### src/rtl/boot_loader.sv
// Boot loader: copies contiguous boot-ROM regions into NUM_TARGETS SRAM blocks,
// then verifies a trailing additive checksum byte before releasing N_BOOTED.
module boot_loader #(
  parameter int NUM_TARGETS = 3,
  parameter int ADDR_WIDTH  = 17,
  parameter int DATA_WIDTH  = 8,
  parameter int ROM_LATENCY = 2,
  parameter logic [NUM_TARGETS*ADDR_WIDTH-1:0] TARGET_LEN = {17'd2, 17'd0, 17'd4}
) (
  input  logic                   CLK,
  input  logic                   RST,
  input  logic                   START,
  input  logic [DATA_WIDTH-1:0]  ROM_DATA,
  output logic [ADDR_WIDTH-1:0]  ROM_ADDR,
  output logic [ADDR_WIDTH-1:0]  ADDR,
  output logic [DATA_WIDTH-1:0]  DATA,
  output logic [NUM_TARGETS-1:0] N_WE,
  output logic                   N_BOOTED,
  output logic                   ERROR
);
  localparam int TW = (NUM_TARGETS > 1) ? $clog2(NUM_TARGETS) : 1;
  localparam int CW = $clog2(ROM_LATENCY + 1);
  localparam logic [CW-1:0] LAST = CW'(ROM_LATENCY - 1);

  function automatic int calc_total();
    int t = 0;
    for (int k = 0; k < NUM_TARGETS; k++) t += int'(TARGET_LEN[k*ADDR_WIDTH +: ADDR_WIDTH]);
    return t;
  endfunction

  function automatic logic [NUM_TARGETS*ADDR_WIDTH-1:0] calc_base();
    logic [NUM_TARGETS*ADDR_WIDTH-1:0] b = '0;
    logic [ADDR_WIDTH-1:0] acc = '0;
    for (int k = 0; k < NUM_TARGETS; k++) begin
      b[k*ADDR_WIDTH +: ADDR_WIDTH] = acc;
      acc = acc + TARGET_LEN[k*ADDR_WIDTH +: ADDR_WIDTH];
    end
    return b;
  endfunction

  // {found, index} of the lowest target >= from with a nonzero length
  function automatic logic [TW:0] find_nz(input logic [TW:0] from);
    logic [TW:0] r = '0;
    for (int k = NUM_TARGETS - 1; k >= 0; k--)
      if (k >= int'(from) && TARGET_LEN[k*ADDR_WIDTH +: ADDR_WIDTH] != '0) r = {1'b1, TW'(k)};
    return r;
  endfunction

  localparam int TOTAL = calc_total();
  localparam logic [ADDR_WIDTH-1:0] TOTAL_A = ADDR_WIDTH'(TOTAL);
  localparam logic [NUM_TARGETS*ADDR_WIDTH-1:0] BASE = calc_base();
  localparam logic [TW:0] FIRST = find_nz('0);

  if (ROM_LATENCY < 1) begin : g_bad_latency
    $error("boot_loader: ROM_LATENCY must be >= 1");
  end
  if (64'(TOTAL) + 64'd1 > (64'd1 << ADDR_WIDTH)) begin : g_bad_total
    $error("boot_loader: image plus checksum exceeds ROM address space");
  end

  typedef enum logic [2:0] {FETCH, WRITE, HOLD, CHECK, DONE, FAULT} state_t;

  state_t                state, state_d;
  logic [TW-1:0]         target, target_d;
  logic [ADDR_WIDTH-1:0] offset, offset_d;
  logic [CW-1:0]         cnt, cnt_d;
  logic [DATA_WIDTH-1:0] sum, sum_d, data_q, data_d;
  logic                  error_q, error_d;
  // Set by reset: the first FETCH edge only selects the first nonzero target
  logic                  arm, arm_d;
  logic [ADDR_WIDTH-1:0] cur_len, cur_base, offset_inc;
  logic [TW:0]           nxt;

  always_comb begin
    cur_len  = '0;
    cur_base = '0;
    for (int k = 0; k < NUM_TARGETS; k++)
      if (target == TW'(k)) begin
        cur_len  = TARGET_LEN[k*ADDR_WIDTH +: ADDR_WIDTH];
        cur_base = BASE[k*ADDR_WIDTH +: ADDR_WIDTH];
      end
  end

  assign offset_inc = offset + ADDR_WIDTH'(1);
  assign nxt        = find_nz((TW+1)'(target) + (TW+1)'(1));

  always_ff @(posedge CLK or posedge RST) begin
    if (RST) begin
      state   <= FETCH;
      target  <= '0;
      offset  <= '0;
      cnt     <= '0;
      sum     <= '0;
      data_q  <= '0;
      error_q <= 1'b0;
      arm     <= 1'b1;
    end else begin
      state   <= state_d;
      target  <= target_d;
      offset  <= offset_d;
      cnt     <= cnt_d;
      sum     <= sum_d;
      data_q  <= data_d;
      error_q <= error_d;
      arm     <= arm_d;
    end
  end

  always_comb begin
    state_d  = state;
    target_d = target;
    offset_d = offset;
    cnt_d    = cnt;
    sum_d    = sum;
    data_d   = data_q;
    error_d  = error_q;
    arm_d    = arm;
    case (state)
      FETCH:
        if (arm) begin
          arm_d    = 1'b0;
          target_d = FIRST[TW-1:0];
          offset_d = '0;
          cnt_d    = '0;
          if (!FIRST[TW]) state_d = CHECK;
        end else if (cnt == LAST) begin
          cnt_d   = '0;
          data_d  = ROM_DATA;
          sum_d   = sum + ROM_DATA;
          state_d = WRITE;
        end else cnt_d = cnt + CW'(1);
      WRITE: state_d = HOLD;
      HOLD:
        if (offset_inc < cur_len) begin
          offset_d = offset_inc;
          state_d  = FETCH;
        end else if (nxt[TW]) begin
          target_d = nxt[TW-1:0];
          offset_d = '0;
          state_d  = FETCH;
        end else state_d = CHECK;
      CHECK:
        if (cnt == LAST) begin
          cnt_d   = '0;
          error_d = (ROM_DATA != sum);
          state_d = (ROM_DATA == sum) ? DONE : FAULT;
        end else cnt_d = cnt + CW'(1);
      DONE, FAULT:
        if (START) begin
          target_d = FIRST[TW-1:0];
          offset_d = '0;
          cnt_d    = '0;
          sum_d    = '0;
          state_d  = FIRST[TW] ? FETCH : CHECK;
        end
      default: state_d = FETCH;
    endcase
  end

  always_comb begin
    ROM_ADDR = (state == CHECK || state == DONE || state == FAULT) ? TOTAL_A : cur_base + offset;
    for (int k = 0; k < NUM_TARGETS; k++)
      N_WE[k] = !(state == WRITE && target == TW'(k));
  end

  assign ADDR     = offset;
  assign DATA     = data_q;
  assign N_BOOTED = (state != DONE);
  assign ERROR    = error_q;
endmodule
### config.mk
export PLATFORM = sky130hd
export DESIGN_NAME = boot_loader
export DESIGN_NICKNAME = d
export VERILOG_FILES = /design/src/rtl/boot_loader.sv
export SDC_FILE = /design/constraint.sdc
export NUM_CORES = 1
export LEC_CHECK = 0
export CORE_MARGIN = 4
export CORE_UTILIZATION = 46
export DETAILED_ROUTE_END_ITERATION = 16
export GPL_ROUTABILITY_DRIVEN = 0
export PLACE_DENSITY_LB_ADDON = 0.05
export SYNTH_ARGS = -nofsm -noshare
export SYNTH_HDL_FRONTEND = slang
export SYNTH_SLANG_ARGS = --single-unit
### constraint.sdc
create_clock -name CLK -period 2.6 [get_ports CLK]
set_clock_uncertainty 0.2 [all_clocks]
set_input_delay 0.78 -clock CLK [delete_from_list [all_inputs] [get_ports CLK]]
set_output_delay 0.78 -clock CLK [all_outputs]
set_load 0.05 [all_outputs]
==> impl_metrics.toml, run 1 <==
[timing]
hold_viol = 0
rsz0062_at_grt = "yes"
fin_tns_setup_ns = -4.07
setup-violations-final = 29
final.period_utilization_pct = 111
tightest_slew_ns = 0.703
fmax_mhz = 345
setup_slack_ns = -0.298
final_max_slew_viol_count = 0
max_slew_margin_pct = 52.8
fin_crit_ns = 2.90

[yosys]
yosys_warnings = 0
ys.flop_type = "dfrtp_1"
async_reset_ff_share_pct = 100
syn_nets = 332
synth.avg_cell_area_um2 = 8.60
syn-cell-area_um2 = 2660
syn_inst = 309
seq_area_frac_synth_pct = 38.7
synth-edff-count = 0
synthDistinctLibCells = 51
synth_seq_cells = 41

[final_layout]
n_fill_cell = 343
design_area_um2 = 4450
drive_above_1_share_pct = 49.0
regArea_um2 = 1050
antenna_cells = 0
fin_util_pct = 80.3
syn_to_final_growth_pct = 67.4
nets = 442
instances_no_fill = 492
multi_input_area_um2 = 2040

[detailed_routing]
drc_errors = 0
wire_per_inst_um = 17.7
ant_nets = 0
drtIter0Drc = 120
via_count = 2802
drtPass1Iterations = 4
avgViaCountPerCell = 5.70
wirelength_um = 8710

[grt]
grt_overflow_total = 0
grt_first_pass_wirelength_um = 13100
grt_antenna_before_repair = 0
grt_pass1_vias = 2786
grt_usage_pct = 22.9
grt_max_degree = 24

[worst_setup_path]
path_class = "flop to primary output"
crit_family = "simple AND/OR/NAND/NOR gates"
slowest_delay_ns = 0.41
crit_required_ns = 1.62
cpMaxStageDelayCell = "dfrtp_2"
cp_max_fo = 5
cp.arrival_ns = 1.92
crit_chain = "ha_4 -> ha_4 -> nand2_4 -> nor2_4 -> nand4_1 -> xor2_2 -> nor2_4 -> buf_12"
endpoint_kind = "primary output"
path_buf_inv = 1
startpoint_type = "flop"
reg2reg_slack_ns = -0.22

[cts]
h-tree-depth = 2
root_buffer = "clkbuf_8"
cts.sinks = 41
insertion_delay_ns = 0.29
clk_pin_slew_worst_paths_ns = 0.09
cts_tree = "built"
cts_buffer_depth = 2
numCtsBuffers = 5

[placed_design]
pre_cts_ws_ns = -0.589
io_buffers = 56
dp_hpwl_um = 5410
placed_cell_area_um2 = 3730
dp_cells = 460

[floorplan]
die-area_um2 = 7050
die_h_um = 84.0
core_um2 = 5540
ios = 58
die_x_um = 84.0
start_util_pct = 47.9
rows = 27

[power_and_ir_drop]
leakage_nw = 1.94
power.density_nw_per_um2 = 965
ir_drop_mv = 0.776

[run_status]
status = "complete, but fails checks"
violations = "negative setup slack"

[worst_hold_path]
hold_class = "flop to flop"

[flow_run]
cap_violations = 0
[metal layers]
layer	global-route usage, %	vias to the layer above	part of all wire (%)
met4	8.63	0	2.4
met5	0	-	0
li1	-	1293	-
met1	25.6	1377	38
met3	4.44	24	5.6
met2	42.3	108	54
[path summary, 6_finish.rpt]
path | startpoint | end | cells past startpoint
worst min-delay path | DATA[0] | DATA[0] | 2
worst max register to register | ADDR[1] | ADDR[0] | 9
min in group asynchronous | RST | sum[1] | 3
worst max-delay path | ADDR[2] | ROM_ADDR[16] | 8
max in group asynchronous | RST | ADDR[8] | 3
worst min register to register | DATA[0] | DATA[0] | 2
[metrics by stage]
step | power (W) | hold slack (ns)
5_1_grt | 0.00454 | 0.309
3_3_place_gp | 0.00328 | 0.258
4_1_cts | 0.00412 | 0.284
3_5_place_dp | 0.00332 | 0.264
2_1_floorplan | 0.00254 | 0.253
6_report | 0.00429 | 0.278
[cell usage in the layout (no fill, tap or decap), types with 10 or more instances in the layout]
cell	instances
nor3_1	10
buf_4	74
nor2_1	11
nand2_1	42
dfrtp_2	15
dfrtp_1	25
and2_4	11
buf_6	16
clkdlybuf4s50_1	14
nor2_4	13
o21ai_0	10
[area by class of cell]
type	instances	share of cell area, %
multi-input cells	242	46.0
clock inverters	3	1.46
repair buffers	120	24.7
clock buffers	5	1.55
well taps	72	2.03
inverters	9	0.760
flip-flops and latches	41	23.5
[power by group]
part	internal, W	switching, W	leakage (nW)
clock network	0.000382	0.000230	0.0681
logic	0.00114	0.00157	1.37
registers	0.000824	0.000152	0.507
total	0.00234	0.00195	1.94
[sequential cells by signal, indices dropped and copies added (netlist names)]
register / flops
ERROR: 1
cnt: 2
state: 3
ADDR: 17
DATA: 8
sum: 8
arm: 1
target: 1
[cells by family after synthesis]
logic type	after synthesis	synth area share, %
and+or+nand+nor	150	27.7
xor gates and xnor gates	24	7.91
muxes	2	0.848
AOI/OAI and AO/OA	52	13.7
other	1	0.141
DFF	41	38.7
adders and majority gates	12	5.93
buffers and inverters	27	5.09
[cell usage after synthesis (all sizes together) (3+ instances only)]
cell type	n	area, µm²
a21oi	11	55.1
a22o	3	26.3
and2	15	98.9
buf	11	75.1
clkbuf	7	26.3
dfrtp	40	1000
ha	11	138
inv	9	33.8
nand2	47	176
nand2b	6	37.5
nand3	13	65.1
nand4	8	56.3
nor2	27	101
nor2b	3	18.8
nor3	15	75.1
nor4	5	31.3
o21ai	13	65.1
o31ai	5	37.5
or2	3	18.8
or3	3	18.8
xnor2	13	114
xor2	11	96.3
[worst register-to-register path, cell delays in order (launching register included)]
cell and delay (ns):
dfrtp_2 0.43, ha_4 0.17, xor2_1 0.14, ha_1 0.30, a221oi_2 0.22, nand3_1 0.13
a2111oi_2 0.27, nand4_2 0.26, a31o_4 0.33, mux2_2 0.26
[what timing repair did]
item                       4_1_cts  5_1_grt
gates resized for setup         47       42
setup buffers                   14        9
hold endpoints to repair         0        0
hold buffers                     0        0
pin swaps                       34       22
setup endpoints to repair       39       39
cloned                           1        0
Note: power is estimated with default switching activity, not from simulation.
==> run 2: changes to the inputs <==
--- a/config.mk
+++ b/config.mk
@@ -6,7 +6,7 @@
 export NUM_CORES = 1
 export LEC_CHECK = 0
 export CORE_MARGIN = 4
-export CORE_UTILIZATION = 46
+export CORE_UTILIZATION = 50
 export DETAILED_ROUTE_END_ITERATION = 16
 export GPL_ROUTABILITY_DRIVEN = 0
 export PLACE_DENSITY_LB_ADDON = 0.05
==> constraint.sdc (replaced) <==
create_clock -name CLK -period 3.1 [get_ports CLK]
set_clock_uncertainty 0.2 [all_clocks]
set_input_delay 0.93 -clock CLK [delete_from_list [all_inputs] [get_ports CLK]]
set_output_delay 0.93 -clock CLK [all_outputs]
set_load 0.05 [all_outputs]
==> impl_metrics.toml, run 2 (synthesis gave the netlist of run 1 again) <==
[detailed_routing]
avgViaCountPerCell = 5.39
wirelength_um = 6700
drtPass1Iterations = 4
ant_nets = 0
drtIter0Drc = 121
via_count = 2485
wire_per_inst_um = 14.5
drc_errors = 0

[power_and_ir_drop]
leakage_nw = 1.66
ir_drop_mv = 0.681
power.density_nw_per_um2 = 817
power_w = 0.00310

[cts]
cts_tree = "built"
numCtsBuffers = 5
cts.hold.buffers_added = 0
h-tree-depth = 2
clk_pin_slew_worst_paths_ns = 0.08
cts_buffer_depth = 2
insertion_delay_ns = 0.29
cts.sinks = 41
root_buffer = "clkbuf_8"

[final_layout]
fin_util_pct = 73.8
syn_to_final_growth_pct = 42.8
multi_input_area_um2 = 1660
antenna_cells = 0
final_cell_mix = "nand2_1 (46), buf_4 (46), clkdlybuf4s50_1 (36)"
largest_reg_flops = 17
regArea_um2 = 1030
drive_above_1_share_pct = 26.3
nets = 413
n_fill_cell = 394

[timing]
fin_tns_setup_ns = 0
fmax_mhz = 331
fin_crit_ns = 3.02
max_slew_margin_pct = 52.3
setup-violations-final = 0
hold_viol = 0
timing.hold.ws_ns = 0.280
final_max_slew_viol_count = 0
final.period_utilization_pct = 97.3
tightest_slew_ns = 0.714

[grt]
grt_antenna_before_repair = 0
grt_max_degree = 24
grt_first_pass_wirelength_um = 10900
grt_overflow_total = 0
grt_usage_pct = 21.2
grt_pass1_vias = 2380

[worst_setup_path]
startpoint_type = "flop"
path_buf_inv = 1
cp_max_fo = 5
slowest_delay_ns = 0.41
path_class = "flop to primary output"
cp.arrival_ns = 1.89
crit_family = "simple AND/OR/NAND/NOR gates"
crit_required_ns = 1.97
endpoint_kind = "primary output"
crit_chain = "ha_4 -> ha_4 -> nand2_2 -> nor2_4 -> nand4_1 -> xor2_2 -> nor2_4 -> buf_12"
cpMaxStageDelayCell = "dfrtp_2"

[floorplan]
rows = 26
core_um2 = 5140
ios = 58
start_util_pct = 51.7
die-area_um2 = 6540
die_x_um = 80.9
die_h_um = 80.9

[worst_hold_path]
hold_class = "flop to flop"

[run_status]
status = "completed"

[placed_design]
dp_hpwl_um = 4950
io_buffers = 56

[flow_run]
cap_violations = 0
run 2: cell count changes in the layout (fill, tap and decap cells not counted), moves of 7 or more:
cell | previous run | this run
and2_1 | 4 | 13
and2_4 | 11 | 2
buf_4 | 74 | 46
buf_6 | 16 | 1
clkdlybuf4s50_1 | 14 | 36
dfrtp_1 | 25 | 34
dfrtp_2 | 15 | 6
ha_1 | 1 | 8
nor2_1 | 11 | 20
nor2_4 | 13 | 2
run 2: final cells by class:
type | instances | share of cell area, %
Sequential cell | 41 | 27.3
Timing Repair Buffer | 92 | 23.6
Clock buffer | 5 | 1.81
Clock inverter | 3 | 0.462
Multi-Input combinational cell | 241 | 43.7
Inverter | 9 | 0.891
Tap cell | 70 | 2.31
run 2: per-stage QoR:
stage	instances	setup WS, ns	instance area, µm²
finish	461	0.0833	3790
global route	461	-0.0111	3790
CTS	457	0.00355	3660
detailed placement	447	-0.344	3530
global placement	447	-0.228	3530
floorplan	309	-0.139	2710
run 2: worst reg2reg max path: stages, from the launching register on:
cell and delay, ns:
dfrtp_1 0.42, ha_1 0.24, xor2_1 0.15, ha_1 0.29
a221oi_2 0.24, nand3_1 0.16, a2111oi_4 0.22, nand4_2 0.21
buf_4 0.20, or4_1 0.40, nand3_1 0.10
run 2: routing by layer:
metal  routed length, µm  global-route usage, %
met1                2940                   26.2
met2                3420                   38.3
met3                 241                   3.10
met4                  99                   5.91
met5                   0                      0
run 2: repair_timing:
action                     4_1_cts  5_1_grt
pin swaps                        2       10
gates cloned                     0        0
setup endpoints to repair        5       12
gates resized for setup          7       19
setup buffers                    2        4
run 2: final timing paths:
path                            cells after the start            to  startpoint  slack (ns)
worst max-delay path                                8  ROM_ADDR[16]     ADDR[2]        0.08
worst min-delay path                                2       DATA[6]     DATA[6]        0.28
worst max register to register                     10       ADDR[2]     ADDR[0]        0.21
worst min register to register                      2       DATA[6]     DATA[6]        0.28
max in group asynchronous                           3        sum[3]         RST        1.29
min in group asynchronous                           2        cnt[1]         RST        0.85
run 2: power breakdown:
part           internal, W  switching [W]
Clock             0.000156       0.000197
Combinational     0.000806        0.00113
Sequential        0.000689       0.000118
==> RTL change 1 (flow settings as in run 2) <==
`ADDR_WIDTH`: 17 -> 15.
--- a/src/rtl/boot_loader.sv
+++ b/src/rtl/boot_loader.sv
@@ -4,3 +4,3 @@
   parameter int NUM_TARGETS = 3,
-  parameter int ADDR_WIDTH  = 17,
+  parameter int ADDR_WIDTH  = 15,
   parameter int DATA_WIDTH  = 8,
Interface: changed (resized ADDR and ROM_ADDR); port bits go from 58 to 54. The function was not compared with the original's and may differ.
==> RTL change 1 against run 2 <==
The flow now finishes with violations (negative setup slack). Critical endpoint is now ROM_ADDR[14]. Sequential cell count down 2. Hold slack gained 2.2 ps. Register-to-register slack got worse by 20 ps. Routed wire length shrank 3.2%. Critical path type unchanged. Power rose by 1.9%. Synthesized area down 0.14%. Worst setup slack lost 260 ps. Final area is 3.5% lower.
==> RTL change 1: results (changes against run 2) <==
INFO  metric worstPathArrival = 2150 ps (+260 ps)
INFO  metric final_setup_violation_count = 4 (+4)
INFO  metric switching_share = 0.487 (+0.0197)
INFO  metric power_leakage = 1.60 nW (-3.7%)
INFO  metric final.setup.worst_slack = -182 ps (-265 ps)
INFO  metric place.port_buffers = 52 (-7.1%)
INFO  metric tightest_slew = 513 ps (-201 ps)
INFO  metric routed_wirelength = 6.48 mm (-3.2%)
INFO  metric vias_per_cell = 5.47 (+1.4%)
INFO  metric largest_net_degree_at_the_start_of_global_routing = 21 (-13%)
INFO  metric dpl-instance-area = 3480 um2 (-1.5%)
INFO  metric violations = negative setup slack
INFO  metric post_synth_inst_count = 316 (+2.3%)
INFO  metric place_worst_setup_slack = -339 ps (+5.08 ps)
INFO  metric vias_in_the_first_global_route = 2433 (+2.2%)
INFO  metric tns = -435 ps (-435 ps)
INFO  metric synth_top_cells_by_count = 50 x nand2_1, 38 x dfrtp_1, 30 x nor2_1
INFO  metric dr_iter_0_viols = 124 (+2.5%)
INFO  metric crit_fanout = 2 (-3)
INFO  metric grt_util_all_layers = 0.211 (-0.000868)
INFO  metric worst_path_max_delay_cell = dfrtp_1
INFO  metric largest_register_ffs = 15 (-2)
INFO  metric synth.top_cells.by_area = dfrtp_1 36%, nand2_1 7.1%, ha_1 5.2%
INFO  metric layout-drive-gt1-share = 0.231 (-0.0329)
INFO  metric dp_hpwl = 4.86 mm (-1.8%)
INFO  metric run_status = complete, but fails checks
INFO  metric synthesis.nets = 339 (+2.1%)
INFO  metric worst_ir_drop_vdd = 0.000642 V (-5.7%)
-- RTL change 1: cell count changes in the layout (fill, tap and decap cells not counted), sizes merged, moves of 4 or more --
cell / change
inv: +4
xor2: -5
nand3: -5
a21oi: +4
nor3: -10
buf: -11
o21ai: +4
-- RTL change 1: final timing paths --
check                                from            to  slack (ps)  cells after the start
min in group asynchronous             RST        sum[2]         790                      3
worst max-delay path            target[1]  ROM_ADDR[14]        -180                      8
worst min register to register    DATA[2]       DATA[2]         280                      2
worst max register to register    ADDR[2]       ADDR[0]         190                     11
max in group asynchronous             RST           arm        1620                      3
worst min-delay path              DATA[2]       DATA[2]         280                      2
-- RTL change 1: cell families (layout without fill, tap and decap cells) --
| group | after synthesis | count (layout) | share of synthesized area |
|---|---|---|---|
| AOI/OAI and AO/OA | 61 | 61 | 0.158 |
| xor gates and xnor gates | 21 | 21 | 0.0693 |
| adders and majority gates | 12 | 12 | 0.0594 |
| buffers and inverters | 31 | 101 | 0.0580 |
| DFF | 39 | 39 | 0.368 |
| muxes | 3 | 3 | 0.0118 |
| other | 1 | 1 | 0.00141 |
| and+or+nand+nor | 148 | 148 | 0.274 |
-- RTL change 1: final cells by class --
type	instances	area, um2
multi-input combinational	246	1650
fill	425	1480
sequential	39	985
timing repair buffer	80	798
tap	70	87.6
clock buffer	7	86.3
inverter	13	48.8
clock inverter	1	5.00
-- RTL change 1: per-layer routing --
layer / GRT usage / share of wire
met5: 0 / 0
met4: 0.0524 / 0.0097
met3: 0.0366 / 0.043
met2: 0.377 / 0.51
met1: 0.263 / 0.43
-- RTL change 1: stage by stage --
step            util  hold WS (ps)
6_report       0.713           282
2_1_floorplan      -           254
4_1_cts        0.706           289
3_5_place_dp   0.678           270
3_3_place_gp   0.678           259
5_1_grt        0.713           311
-- RTL change 1: what timing repair did --
item                                    in CTS  in global routing
endpoints found under the setup margin       9                 13
resized for setup                            9                  8
setup buffers                                3                  0
hold endpoints to repair                     0                  0
pin swaps                                    3                  2
-- RTL change 1: worst min-delay path, stage by stage, from the launching register on --
cell and delay, ps:
dfrtp_1 350, nand2_1 50, nand2_1 50
-- RTL change 1: power by group through the flow --
stage | Sequential (W) | Clock [W] | Combinational (W)
finish | 0.000813 | 0.000358 | 0.00199
global route | 0.000842 | 0.000393 | 0.00216
CTS | 0.000812 | 0.000369 | 0.00198
detailed placement | 0.000817 | 0 | 0.00197
global placement | 0.000812 | 0 | 0.00194
floorplan | 0.00103 | 0 | 0.00115
==> RTL change 2 (config.mk and constraints of run 2) <==
Made on the original files. Add an input register stage for `ROM_DATA`, without a reset; this delays it by one clock. The other inputs are not delayed to match.
--- a/src/rtl/boot_loader.sv
+++ b/src/rtl/boot_loader.sv
@@ -23,2 +23,8 @@
   localparam logic [CW-1:0] LAST = CW'(ROM_LATENCY - 1);
+
+  logic [DATA_WIDTH-1:0] ROM_DATA_q;
+
+  always_ff @(posedge CLK) begin
+    ROM_DATA_q <= ROM_DATA;
+  end
 
@@ -127,4 +133,4 @@
           cnt_d   = '0;
-          data_d  = ROM_DATA;
-          sum_d   = sum + ROM_DATA;
+          data_d  = ROM_DATA_q;
+          sum_d   = sum + ROM_DATA_q;
           state_d = WRITE;
@@ -144,4 +150,4 @@
           cnt_d   = '0;
-          error_d = (ROM_DATA != sum);
-          state_d = (ROM_DATA == sum) ? DONE : FAULT;
+          error_d = (ROM_DATA_q != sum);
+          state_d = (ROM_DATA_q == sum) ? DONE : FAULT;
         end else cnt_d = cnt + CW'(1);
Behaviour: not the same (Yosys sat finds a counterexample within 4 cycles, from zero or initial values and one cycle with RST high).
==> RTL change 2 against run 2 <==
The run now ends with negative setup slack left. Worst setup slack worse by 150 ps. Synthesized area is 5.1% higher. Non-clock buffer count is 18 lower. Critical endpoint unchanged. Sequential cell count is 8 higher. Critical path depth stayed put. Die area is 4.6% higher. Count of clock-buffer cells in the layout is 1 higher. Final area is 0.89% higher. Power is 3.3% higher. Routed wire length is 1.6% lower. Final cell count is 4.1% lower.
==> RTL change 2: results (changes against run 2) <==
INFO  metric place_worst_setup_slack = 36.8 ps (+380 ps)
INFO  metric multi_input_gates = 232 (-3.7%)
INFO  metric violations = negative setup slack
INFO  metric synth_top_cells_by_count = 46 x nand2_1, 40 x dfrtp_1, 27 x nor2_1
INFO  metric worstPathArrival = 2030 ps (+140 ps)
INFO  metric met3WireLength = 293 um (+22%)
INFO  metric wl_met2 = 3.49 mm (+2.3%)
INFO  metric grt_util_all_layers = 0.204 (-0.00755)
INFO  metric wl_met1 = 2.72 mm (-7.5%)
INFO  metric sh_seq_area = 0.313 (+0.0404)
INFO  metric instances_no_fill = 442 (-4.1%)
INFO  metric synth_seq_area_share = 0.425 (+0.0385)
INFO  metric final.clkbuf_count = 6 (+1)
INFO  metric dpl-instance-area = 3610 um2 (+2.1%)
INFO  metric largest_net_degree_at_the_start_of_global_routing = 42 (+75%)
INFO  metric worst_ir_drop_vdd = 0.000642 V (-5.7%)
INFO  metric crit_fanout = 3 (-2)
INFO  metric worst_path_max_delay_cell = dfrtp_1
INFO  metric fillers = 418 (+6.1%)
INFO  metric run_status = complete, but fails checks
INFO  metric final_setup_violation_count = 4 (+4)
INFO  metric final.setup.worst_slack = -63.9 ps (-147 ps)
INFO  metric num-nonclk-buffers = 74 (-20%)
INFO  metric regArea = 1200 um2 (+16%)
INFO  metric synth_async_sr_flop_share = 0.837 (-0.163)
INFO  metric dp_hpwl = 4.73 mm (-4.6%)
INFO  metric drt-wirelength-per-cell = 14.9 um (+2.6%)
INFO  metric slew_headroom = 0.645 (+0.122)
INFO  metric synthesis.nets = 331 (-0.30%)
INFO  metric grt.met2_usage = 0.368 (-0.0148)
INFO  metric place_inst = 428 (-4.3%)
INFO  metric vias_per_cell = 5.50 (+2.0%)
RTL change 2: cell types whose count changed after synthesis, sizes merged, moves of 5 or more:
cell    change
and2       -14
nor2b      +14
dfxtp       +8
nor3        -8
a21oi       +5
buf         -5
clkbuf      +5
or3         +5
RTL change 2: worst paths after layout:
path / startpoint / endpoint / slack [ps] / depth (start not counted)
max: target[1] / ROM_ADDR[16] / -60 / 8
min: ROM_DATA_q[2] / DATA[2] / 250 / 2
max reg2reg: ADDR[1] / ADDR[1] / 280 / 9
min reg2reg: ROM_DATA_q[2] / DATA[2] / 250 / 2
max in group asynchronous: RST / ADDR[4] / 1450 / 3
min in group asynchronous: RST / ADDR[12] / 860 / 3
RTL change 2: power by group through the flow:
| stage | registers (W) | clock network, W | logic, W |
|---|---|---|---|
| finish | 0.000914 | 0.000408 | 0.00188 |
| CTS | 0.000913 | 0.000416 | 0.00189 |
| detailed placement | 0.000919 | 0 | 0.00187 |
| global placement | 0.000912 | 0 | 0.00183 |
| floorplan | 0.00116 | 0 | 0.00108 |
| global route | 0.000935 | 0.000444 | 0.00205 |
RTL change 2: cells by family (layout without fill, tap and decap cells):
| logic type | Yosys count | count (layout) | synth area share |
|---|---|---|---|
| mux | 2 | 2 | 0.00806 |
| xor+xnor | 19 | 19 | 0.0596 |
| fa+ha+maj | 12 | 12 | 0.0565 |
| other cells | 1 | 1 | 0.00134 |
| flops | 49 | 49 | 0.425 |
| compound gates | 61 | 61 | 0.154 |
| simple gates | 137 | 137 | 0.243 |
| buf+inv | 27 | 91 | 0.0524 |
RTL change 2: repair_timing:
action / CTS / global route
gates resized for setup: 7 / 4
buffers inserted: 3 / 3
setup endpoints to repair: 5 / 8
pin swaps: 3 / 2
